<file path="src/rtl/wb_pkg.sv">
// Shared Wishbone arbiter types: FSM state encoding and CTI burst tags.
// Latency: none (types and constants only).
// Backpressure: not applicable.
package wb_pkg;

    typedef enum logic [1:0] {
        IDLE = 2'd0,
        GNT0 = 2'd1,
        GNT1 = 2'd2
    } arb_state_t;

    localparam logic [2:0] CTI_CLASSIC = 3'b000;
    localparam logic [2:0] CTI_INCR    = 3'b010;
    localparam logic [2:0] CTI_END     = 3'b111;

    // One-hot owner view of the arbiter state (bit0 = m0).
    function automatic logic [1:0] grant_onehot(input arb_state_t s);
        return {s == GNT1, s == GNT0};
    endfunction

endpackage

</file>
<file path="src/rtl/wb_watchdog.sv">
// Bus watchdog: counts cycles of unanswered strobe and flags a timeout.
// Latency: fire is combinational from the registered count; the count updates each edge.
// Backpressure: none; a slave ack in the fire cycle wins and suppresses fire.
module wb_watchdog #(
    parameter int TIMEOUT = 255
) (
    input  logic clk,
    input  logic reset,
    input  logic stb,
    input  logic s_ack,
    input  logic s_err,
    input  logic state_chg,
    output logic fire
);

    localparam int             WDW    = (TIMEOUT > 0) ? $clog2(TIMEOUT + 1) : 1;
    localparam bit             WD_EN  = (TIMEOUT != 0);
    localparam logic [WDW-1:0] WD_MAX = WDW'(TIMEOUT);

    logic [WDW-1:0] wd;
    logic           wd_clr;
    logic           wd_inc;

    // A response, an idle strobe or a change of owner restarts the count.
    assign wd_clr = ~stb | s_ack | s_err | state_chg;
    assign wd_inc = WD_EN & stb & ~s_ack & ~s_err;

    // Stall counter; never wraps because reaching WD_MAX forces a state change.
    always_ff @(posedge clk) begin
        if (reset || wd_clr) begin
            wd <= '0;
        end else if (wd_inc) begin
            wd <= wd + WDW'(1);
        end
    end

    assign fire = WD_EN & stb & (wd == WD_MAX) & ~s_ack;

endmodule

</file>
<file path="src/rtl/wb_ram_arbiter.sv">
// Two-master round-robin Wishbone arbiter in front of the single-port RAM.
// Latency: grant one edge after cyc rises; slave responses pass through combinationally.
// Backpressure: the loser waits while the owner holds cyc; watchdog errors a hung slave.
module wb_ram_arbiter
    import wb_pkg::*;
#(
    parameter int AW      = 32,
    parameter int TIMEOUT = 255
) (
    input  logic          clk,
    input  logic          reset,
    input  logic [AW-1:0] m0_adr,
    input  logic [31:0]   m0_dat,
    input  logic [3:0]    m0_sel,
    input  logic          m0_we,
    input  logic          m0_cyc,
    input  logic          m0_stb,
    input  logic [2:0]    m0_cti,
    input  logic [1:0]    m0_bte,
    output logic [31:0]   m0_rdt,
    output logic          m0_ack,
    output logic          m0_err,
    input  logic [AW-1:0] m1_adr,
    input  logic [31:0]   m1_dat,
    input  logic [3:0]    m1_sel,
    input  logic          m1_we,
    input  logic          m1_cyc,
    input  logic          m1_stb,
    input  logic [2:0]    m1_cti,
    input  logic [1:0]    m1_bte,
    output logic [31:0]   m1_rdt,
    output logic          m1_ack,
    output logic          m1_err,
    output logic [AW-1:0] s_adr,
    output logic [31:0]   s_dat,
    output logic [3:0]    s_sel,
    output logic          s_we,
    output logic          s_cyc,
    output logic          s_stb,
    output logic [2:0]    s_cti,
    output logic [1:0]    s_bte,
    input  logic [31:0]   s_rdt,
    input  logic          s_ack,
    input  logic          s_err,
    output logic [1:0]    o_grant,
    output logic          o_timeout
);

    arb_state_t state, state_nxt;
    logic       last, last_nxt;
    logic       sel0, sel1;
    logic       gnt_stb;
    logic       state_chg;
    logic       fire;

    // Reset masks every slave-facing request and master response immediately.
    assign sel0      = (state == GNT0) & ~reset;
    assign sel1      = (state == GNT1) & ~reset;
    assign gnt_stb   = (sel0 & m0_stb) | (sel1 & m1_stb);
    assign state_chg = (state_nxt != state);

    wb_watchdog #(.TIMEOUT(TIMEOUT)) u_watchdog (
        .clk       (clk),
        .reset     (reset),
        .stb       (gnt_stb),
        .s_ack     (s_ack),
        .s_err     (s_err),
        .state_chg (state_chg),
        .fire      (fire)
    );

    // Next owner: lock while cyc is held, hand over directly, round-robin on a tie.
    always_comb begin
        state_nxt = state;
        last_nxt  = last;
        case (state)
            IDLE: begin
                if (m0_cyc && m1_cyc) state_nxt = last ? GNT0 : GNT1;
                else if (m0_cyc)      state_nxt = GNT0;
                else if (m1_cyc)      state_nxt = GNT1;
            end
            GNT0: begin
                if (fire)           state_nxt = IDLE;
                else if (m0_cyc)    state_nxt = GNT0;
                else if (m1_cyc)    state_nxt = GNT1;
                else                state_nxt = IDLE;
            end
            GNT1: begin
                if (fire)           state_nxt = IDLE;
                else if (m1_cyc)    state_nxt = GNT1;
                else if (m0_cyc)    state_nxt = GNT0;
                else                state_nxt = IDLE;
            end
            default: state_nxt = IDLE;
        endcase
        if (state_nxt == GNT0)      last_nxt = 1'b0;
        else if (state_nxt == GNT1) last_nxt = 1'b1;
    end

    // State and round-robin pointer; last=1 lets m0 win the first tie.
    always_ff @(posedge clk) begin
        if (reset) begin
            state <= IDLE;
            last  <= 1'b1;
        end else begin
            state <= state_nxt;
            last  <= last_nxt;
        end
    end

    // Slave request mux from the owner; all zero when idle or in reset.
    always_comb begin
        s_adr = '0;
        s_dat = '0;
        s_sel = '0;
        s_we  = 1'b0;
        s_cyc = 1'b0;
        s_stb = 1'b0;
        s_cti = '0;
        s_bte = '0;
        if (sel0) begin
            s_adr = m0_adr;
            s_dat = m0_dat;
            s_sel = m0_sel;
            s_we  = m0_we;
            s_cyc = m0_cyc & ~fire;
            s_stb = m0_stb & ~fire;
            s_cti = m0_cti;
            s_bte = m0_bte;
        end else if (sel1) begin
            s_adr = m1_adr;
            s_dat = m1_dat;
            s_sel = m1_sel;
            s_we  = m1_we;
            s_cyc = m1_cyc & ~fire;
            s_stb = m1_stb & ~fire;
            s_cti = m1_cti;
            s_bte = m1_bte;
        end
    end

    assign m0_rdt    = s_rdt;
    assign m1_rdt    = s_rdt;
    assign m0_ack    = sel0 & s_ack;
    assign m1_ack    = sel1 & s_ack;
    assign m0_err    = sel0 & (s_err | fire);
    assign m1_err    = sel1 & (s_err | fire);
    assign o_grant   = grant_onehot(state);
    assign o_timeout = fire & ~reset;

endmodule

</file>
<file path="config.mk">
export PLATFORM = sky130hd
export DESIGN_NAME = wb_ram_arbiter
export DESIGN_NICKNAME = d
export VERILOG_FILES = /design/src/rtl/wb_pkg.sv /design/src/rtl/wb_watchdog.sv /design/src/rtl/wb_ram_arbiter.sv
export SDC_FILE = /design/constraint.sdc
export NUM_CORES = 1
export LEC_CHECK = 0
export CORE_AREA = 2 2 132 134
export CTS_CLUSTER_DIAMETER = 30
export DETAILED_ROUTE_END_ITERATION = 8
export DIE_AREA = 0 0 134 136
export DONT_BUFFER_PORTS = 1
export PLACE_DENSITY = 0.3
export SYNTH_ARGS = -nofsm -noshare
export SYNTH_HDL_FRONTEND = slang
export SYNTH_SLANG_ARGS = --single-unit
export TNS_END_PERCENT = 100
</file>
<file path="constraint.sdc">
create_clock -name clk -period 3 [get_ports clk]
set_input_delay 0.45 -clock clk [delete_from_list [all_inputs] [get_ports clk]]
set_output_delay 0.45 -clock clk [all_outputs]
set_load 0.01 [all_outputs]
</file>
# Yosys cells after proc, flatten, opt, wreduce, memory -nomap -nowiden

Cells that the tools add are included.

Word-level logic and storage cells: 70
RAM bits: 0
Memory bits (read-only): 0
Output and inout port bits: 147
Register bits: 11
Memories kept: 0
Bits in latches: 0

$lt $le $gt $ge: 0
Div/mod/pow operators: 0
Multiplexer cells: 29
Bitwise operators: 27
Shift-type cells: 0
Equal/unequal tests: 6
Add/subtract/negate cells: 1
Reduce and logical (&&, ||, !) cells: 4
Multiply operators: 0

Operator list:

| kind                  | count |
|---|---|
| $mux W32              | 4 |
| $mux W2               | 11 |
| $and A1 B1 Y1         | 17 |
| $mux W1               | 9 |
| $add A8 B1 Y8 const B | 1 |
| $eq A8 B8 Y1 const B  | 1 |
| $mux W4               | 2 |
| $mux W3               | 2 |
| $pmux W2 S3           | 1 |
| $not A1 Y1            | 5 |
| $or A1 B1 Y1          | 5 |
| $eq A2 B1 Y1 const B  | 2 |
| $eq A2 B2 Y1 const B  | 2 |
| $logic_not A2 Y1      | 1 |
| $ne A2 B2 Y1          | 1 |
| $reduce_bool A2 Y1    | 1 |
| $logic_and A1 B1 Y1   | 1 |
| $logic_or A1 B1 Y1    | 1 |

# Depth between registers and ports, before layout

Gate-level depths: netlist of run 1.

Word-level depth: 11
Mapped depth: 9
Gate-level depth less buffers: 9

# Cells and area by module

A second synthesis of run 1 with hierarchy kept.

Cells, all modules: 232
Area total of the unflattened synthesis: 1930.6 µm²

By module, submodules not included:

| module         | cells each | times used | area an instance (µm²) |
|---|---|---|---|
| wb_ram_arbiter | 193        | 1          | 1586.5 |
| wb_watchdog    | 39         | 1          | 344.1 |

# Least setup slack after synthesis of run 1

OpenSTA, ideal clock, no wires.

Kind: register to output
Start: register state[1]
End: output port m1_err
Path buffers: 3
Arrival time: 1.567 ns
Path slack: 0.983 ns
Stages on the path, launching flop included: 7
Required time: 2.550 ns
Path through: dfxtp_1 > nor2b_1 > nor2b_1 > buf_2 > buf_2 > buf_2 > nor2b_1

Cells in the longest elaborated chain, start to end: 8
Elaborated cells on any way between the ends: 11
Classes of those cells: eq/ne: 2; bitwise: 9

RTL lines:

| element                    | line                  | source |
|---|---|---|
| start, declared            | wb_ram_arbiter.sv:49  | `arb_state_t state, state_nxt;` |
| start signal, assigned     | wb_ram_arbiter.sv:106 | `state <= state_nxt;` |
| $eq A2 B2 Y1 *             | -                     |  |
| via o_grant[1]             | wb_ram_arbiter.sv:45  | `output logic [1:0] o_grant,` |
| $and A1 B1 Y1 *            | wb_ram_arbiter.sv:58  | `assign sel1 = (state == GNT1) & ~reset;` |
| $and A1 B1 Y1              | wb_ram_arbiter.sv:59  | `assign gnt_stb = (sel0 & m0_stb) \| (sel1 & m1_stb);` |
| $or A1 B1 Y1               | wb_ram_arbiter.sv:59  |  |
| $and A1 B1 Y1 (2 in a row) | wb_watchdog.sv:37     | `assign fire = WD_EN & stb & (wd == WD_MAX) & ~s_ack;` |
| $or A1 B1 Y1               | wb_ram_arbiter.sv:147 | `assign m1_err = sel1 & (s_err \| fire);` |
| $and A1 B1 Y1 *            | wb_ram_arbiter.sv:147 |  |
| end, declared              | wb_ram_arbiter.sv:33  | `output logic m1_err,` |

Mark *: on every way through the listed nets, which the timed path passes. The rest lies on a longest branch.

# Worst setup path in the final report of run 1

Start: register state[1]
End: output port s_adr[6]

Cells in the longest elaborated chain, start to end: 4
Elaborated cells on any way between the ends: 6
Classes of those cells: eq/ne: 2; mux: 2; bitwise: 2

RTL lines:

| element        | line                  | source |
|---|---|---|
| $eq A2 B2 Y1   | -                     |  |
| via o_grant[1] | wb_ram_arbiter.sv:45  |  |
| $and A1 B1 Y1  | wb_ram_arbiter.sv:58  |  |
| $mux W32       | wb_ram_arbiter.sv:130 | `end else if (sel1) begin` |
| $mux W32       | wb_ram_arbiter.sv:121 | `if (sel0) begin` |
| end, declared  | wb_ram_arbiter.sv:34  | `output logic [AW-1:0] s_adr,` |

The timed path passes the listed nets, and every way through them passes these cells.

==> results of run 1 <==
==> layout by cell type, fill, tap and decap left out, types with 2 or more instances in the layout <==
| cell | n |
|---|---|
| clkbuf_16 | 3 |
| a22oi_1 | 2 |
| and2_1 | 2 |
| nand3_1 | 5 |
| and3b_1 | 2 |
| inv_1 | 6 |
| buf_4 | 2 |
| and3_1 | 2 |
| a22o_1 | 74 |
| nor2_1 | 10 |
| nand2b_1 | 3 |
| a211oi_2 | 6 |
| dfxtp_1 | 11 |
| a21boi_1 | 2 |
| ha_1 | 2 |
| nor2b_1 | 2 |
| xor2_1 | 4 |
| nand2_1 | 3 |
| xnor2_1 | 2 |
==> routing by layer <==
metal / GRT usage (%) / up-vias / part of all wire (%)
met5: 0 / - / 0
met2: 8.49 / 85 / 45
met4: 2.54 / 0 / 2.4
met3: 1.49 / 20 / 8.0
met1: 9.42 / 787 / 44
li1: - / 677 / -
==> state kept, by name, indices dropped and copies added, names as in the netlist <==
signal / flops
u_watchdog.wd: 8
last: 1
state: 2
==> area by class of cell <==
type	count	area, sq um
multi-input combinational	139	1150
sequential	11	220
clock buffer	4	78.8
timing repair buffer	3	35.0
inverter	6	22.5
fill	1952	15100
tap	225	282
==> cell families after synthesis <==
kind of cell / Yosys count / synth area share, %
compound gates: 93 / 43.8
buf+inv: 88 / 30.1
simple gates: 37 / 10.3
flops: 11 / 11.4
xor+xnor: 6 / 2.71
fa+ha+maj: 2 / 1.29
mux: 1 / 0.516
==> where the power goes <==
group | total, mW | switching, mW | internal, mW
Clock | 0.244 | 0.0652 | 0.178
Combinational | 0.243 | 0.154 | 0.0891
Sequential | 0.159 | 0.00670 | 0.152
Total | 0.645 | 0.226 | 0.420
==> metrics by stage <==
stage | instances | power, mW
final | 388 | 0.645
after global routing | 388 | 0.678
after CTS | 388 | 0.658
after detailed placement | 384 | 0.406
after global placement | 384 | 0.407
after floorplan | 238 | 0.454
==> worst max-delay path by stage <==
stage / start / end / slack, ns / cells past startpoint
floorplan: state[1]$_SDFF_PP0_ / m1_err / 0.98 / 6
global route: state[1]$_SDFF_PP0_ / s_dat[12] / 0.30 / 4
CTS: state[1]$_SDFF_PP0_ / s_dat[12] / 0.46 / 4
detailed placement: state[1]$_SDFF_PP0_ / s_dat[12] / 0.74 / 4
global placement: state[1]$_SDFF_PP0_ / s_dat[12] / 0.74 / 4
finish: state[1]$_SDFF_PP0_ / s_adr[6] / 0.47 / 4
==> impl_metrics.env, run 1 <==
export IMPL_synthMostInstantiatedCell="a22o_1"
export IMPL_ys_types=37
export IMPL_cap_violations=0
export IMPL_ys_async_sr_fraction_pct=0
export IMPL_slew_headroom_pct=59.5
export IMPL_syn_area_sq_um=1940
export IMPL_wirelength_microns=6990
export IMPL_required_ns=2.55
export IMPL_clockRootBuffer="clkbuf_16"
export IMPL_layout_setup_ws_ns=0.470
export IMPL_rr_worst_depth=8
export IMPL_cts_tree="done"
export IMPL_grt_antenna_before_repair=0
export IMPL_antenna_left=0
export IMPL_drt_iter0_drc=74
export IMPL_grt_ovfl_total=0
export IMPL_clkSinkCount=11
export IMPL_ys_ff_latch=11
export IMPL_ys_warn_count=0
export IMPL_rsz0062_at_grt="false"
export IMPL_drive_gt1_share_pct=12.9
export IMPL_rows=48
export IMPL_crit_fanout=53
export IMPL_crit_path_cell_trace="nor2b_1, nor2b_4, buf_4, a22o_1"
export IMPL_holdPathStages=1
export IMPL_clkTransAtPathRegs_ns=0.04
export IMPL_critPathBufInv=1
export IMPL_insertion_delay_ns=0.24
export IMPL_vias_per_cell=4.04
export IMPL_die_h_microns=136
export IMPL_min_from="reset"
export IMPL_min_period_ns=2.53
export IMPL_pwr_density_cell_nw_per_um2=361
export IMPL_grt_max_degree=54
export IMPL_cts_buffers=3
export IMPL_cts_resized=0
export IMPL_worstSetupPathType="register to output port"
export IMPL_post_cts_buffers=0
export IMPL_setup_viol=0
export IMPL_arrival_ns=2.08
export IMPL_grt_pass1_wl_microns=8520
export IMPL_crit_path_start_kind="register"
export IMPL_finalClockSkew_ns=0.00156
export IMPL_hp_class="primary input to register"
export IMPL_track_usage_pct=6.31
export IMPL_path_delay_family="simple AND/OR/NAND/NOR gates"
export IMPL_max_freq_ghz=0.395
export IMPL_hold_viol=0
export IMPL_ys_flop_type="dfxtp_1"
export IMPL_crit_slowest_cell="buf_4"
export IMPL_wl_per_cell_microns=18.0
export IMPL_p_leak_nw=0.569
export IMPL_die_x_microns=134
export IMPL_syn2layout_area_growth_pct=-7.74
export IMPL_nets=354
export IMPL_io_buffer_count=0
export IMPL_start_util_pct=11.5
export IMPL_cts_buffer_depth=2
export IMPL_tns_ns=0
export IMPL_drtPass1Iterations=4
export IMPL_status="complete, no violations"
export IMPL_drc=0
export IMPL_pin_count=335
export IMPL_post_route_util_pct=10.6
export IMPL_synth_top_area_share_pct=33.4
export IMPL_ir_drop_mv=0.136
export IMPL_cts_htree_levels=1
export IMPL_end_kind="output port"
export IMPL_dp_slack_ns=0.741
export IMPL_synthCells=238
export IMPL_finalMaxSlewViolations=0
export IMPL_vias=1569
export IMPL_synth_edf_count=0
export IMPL_fin_area_sq_um=1790
export IMPL_postSynthNetCount=428
export IMPL_place_gp_congestion=0.747
export IMPL_post_synth_cell_area_avg_sq_um=8.15
export IMPL_synth_common_cells="74 x a22o_1, 64 x buf_4, 11 x dfxtp_1, 11 x nor2_1, 10 x buf_2"
export IMPL_r2r_end="last$_SDFFE_PP1P_"
export IMPL_dpl_hpwl_microns=5900
export IMPL_reg2reg_setup_slack_ns=0.80
export IMPL_slowest_delay_ns=0.43
export IMPL_min_to="state[0]$_SDFF_PP0_"
export IMPL_grt_pass1_vias=1314
export IMPL_final_period_utilization_pct=84.3
export IMPL_hold_buffers=0
export IMPL_timing_rr_start="u_watchdog.wd[0]$_SDFFE_PP0P_"
export IMPL_seq_area_frac_synth_pct=11.4
export IMPL_die_area_sq_um=18200
export IMPL_yosys_area_top_type="a22o_1"
export IMPL_synth_top_cells_by_area="a22o_1 33%, buf_4 25%, dfxtp_1 11%"
export IMPL_antenna_cells=0
export IMPL_core_area_sq_um=16900
export IMPL_holdWs_ns=0.281
export IMPL_placed_area_sq_um=1710
export IMPL_worst_pin_slew_ns=0.606
(Power assumes the default switching activity.)
==> inputs of run 2 (changes only) <==
clock period = 2.32 ns   (was 3 ns; I/O delays follow)
==> impl_metrics.env, run 2 (synthesis results as in run 1) <==
export IMPL_drtPass1Iterations=4
export IMPL_drt_iter0_drc=78
export IMPL_die_h_microns=136
export IMPL_worst_pin_slew_ns=0.372
export IMPL_crit_fanout=5
export IMPL_grt_pass1_vias=1398
export IMPL_clkSinkCount=11
export IMPL_crit_start="u_watchdog.wd[0]$_SDFFE_PP0P_"
export IMPL_clockPowerShare_pct=36.9
export IMPL_rr_worst_depth=8
export IMPL_mostFrequentLayoutCell="a22o_1"
export IMPL_final_period_utilization_pct=93.6
export IMPL_vias=1612
export IMPL_r2r_end="last$_SDFFE_PP1P_"
export IMPL_cts_tree="done"
export IMPL_pwr_density_cell_nw_per_um2=463
export IMPL_die_area_sq_um=18200
export IMPL_drive_gt1_share_pct=16.9
export IMPL_antenna_cells=0
export IMPL_timing_rr_start="u_watchdog.wd[0]$_SDFFE_PP0P_"
export IMPL_start_util_pct=11.5
export IMPL_nets=357
export IMPL_grt_antenna_before_repair=0
export IMPL_insertion_delay_ns=0.24
export IMPL_largest_reg_flops=8
export IMPL_crit_path_start_kind="register"
export IMPL_rows=48
export IMPL_finalMaxSlewViolations=0
export IMPL_required_ns=1.97
export IMPL_cap_violations=0
export IMPL_post_cts_buffers=0
export IMPL_cts_buffer_depth=2
export IMPL_tns_ns=0
export IMPL_dpl_hpwl_microns=5950
export IMPL_p_sw_mw=0.297
export IMPL_hp_class="primary input to register"
export IMPL_grt_ovfl_total=0
export IMPL_holdWs_ns=0.181
export IMPL_hold_viol=0
export IMPL_cts_buffers=3
export IMPL_p_leak_nw=0.585
export IMPL_min_period_ns=2.17
export IMPL_mostFrequentLayoutCells="74 x a22o_1, 11 x dfxtp_1, 10 x nor2_1"
export IMPL_finalClockSkew_ns=0.00122
export IMPL_grt_max_degree=54
export IMPL_clockRootBuffer="clkbuf_16"
export IMPL_hold_buffers=0
export IMPL_core_area_sq_um=16900
export IMPL_place_gp_congestion=0.752
export IMPL_drc=0
export IMPL_worstSetupPathType="register to output port"
export IMPL_vias_per_cell=4.12
export IMPL_reg2reg_setup_slack_ns=0.24
export IMPL_clkTransAtPathRegs_ns=0.04
export IMPL_wirelength_microns=7070
export IMPL_slew_headroom_pct=75.1
export IMPL_pin_count=335
export IMPL_p_sw_share_pct=35.1
export IMPL_rsz0062_at_grt="false"
export IMPL_status="complete, no violations"
export IMPL_io_buffer_count=0
export IMPL_reg_top3="u_watchdog.wd (8), state (2), last (1)"
export IMPL_ir_drop_mv=0.200
export IMPL_combPwrFrac_pct=38.8
export IMPL_antenna_left=0
export IMPL_wl_per_cell_microns=18.1
export IMPL_track_usage_pct=6.42
export IMPL_syn2layout_area_growth_pct=-5.48
export IMPL_cts_htree_levels=1
export IMPL_max_freq_ghz=0.461
export IMPL_pwr_share_seq_pct=24.3
export IMPL_setup_viol=0
export IMPL_grt_pass1_wl_microns=8800
export IMPL_end_kind="output port"
export IMPL_arrival_ns=1.82
export IMPL_crit_path_end="m1_err"
export IMPL_top_register="u_watchdog.wd"
export IMPL_internal_power_mw=0.551
export IMPL_nFillCells=1940
export IMPL_die_x_microns=134
-- run 2: cell types whose count changed in the layout (fill, tap and decap cells not counted), sizes merged --
cell	previous run	this run
buf	3	6
clkinv	0	1
clkbuf	4	3
-- run 2: cell type report --
| cell class | instances | area (sq um) | area share [%] |
|---|---|---|---|
| flip-flops and latches | 11 | 220 | 12.0 |
| clock inverters | 1 | 5.00 | 0.273 |
| inverters | 6 | 22.5 | 1.23 |
| repair buffers | 6 | 70.1 | 3.82 |
| well taps | 225 | 282 | 15.4 |
| multi-input cells | 139 | 1160 | 63.2 |
| clock buffers | 3 | 75.1 | 4.10 |
-- run 2: power by group through the flow --
stage | registers [mW] | logic, mW | clock network [mW]
detailed placement | 0.210 | 0.329 | 0
global placement | 0.210 | 0.330 | 0
global route | 0.207 | 0.355 | 0.333
floorplan | 0.206 | 0.380 | 0
CTS | 0.206 | 0.331 | 0.323
finish | 0.206 | 0.329 | 0.313
-- run 2: metrics by stage --
step	util (%)	total power [mW]	worst slack, ns	cell area [sq um]	cells
detailed placement	10.3	0.538	0.261	1750	387
floorplan	-	0.587	0.355	1940	238
finish	10.9	0.848	0.149	1830	391
CTS	10.8	0.860	0.0660	1830	391
global placement	10.3	0.540	0.281	1750	387
global route	10.9	0.895	0.0175	1830	391
-- run 2: how the worst min path moves through the flow --
stage	start	slack, ns	endpoint	depth (start not counted)
after floorplan	reset	0.42	state[0]$_SDFF_PP0_	1
after global placement	reset	0.43	state[0]$_SDFF_PP0_	1
after detailed placement	reset	0.43	state[1]$_SDFF_PP0_	1
after CTS	reset	0.18	state[1]$_SDFF_PP0_	1
after global routing	reset	0.17	state[1]$_SDFF_PP0_	1
final	reset	0.18	state[1]$_SDFF_PP0_	1
-- run 2: repair_timing --
item                       in CTS  in global routing
gates resized for setup         1                  2
cloned                          0                  0
setup endpoints to repair       1                  2
-- run 2: critical path: stages, from the launching register on --
cell and delay (ns):
dfxtp_1 0.41, ha_2 0.25, and4_1 0.24, o2111ai_2 0.22
inv_2 0.17, nor2_1 0.08, nor2b_1 0.21
-- run 2: layer usage --
layer | global-route usage (%) | vias to the layer above | part of all wire (%)
met5 | 0 | - | 0
met1 | 9.59 | 811 | 43
met4 | 2.19 | 0 | 2.1
met2 | 8.95 | 98 | 47
li1 | - | 685 | -
met3 | 1.38 | 18 | 8.3
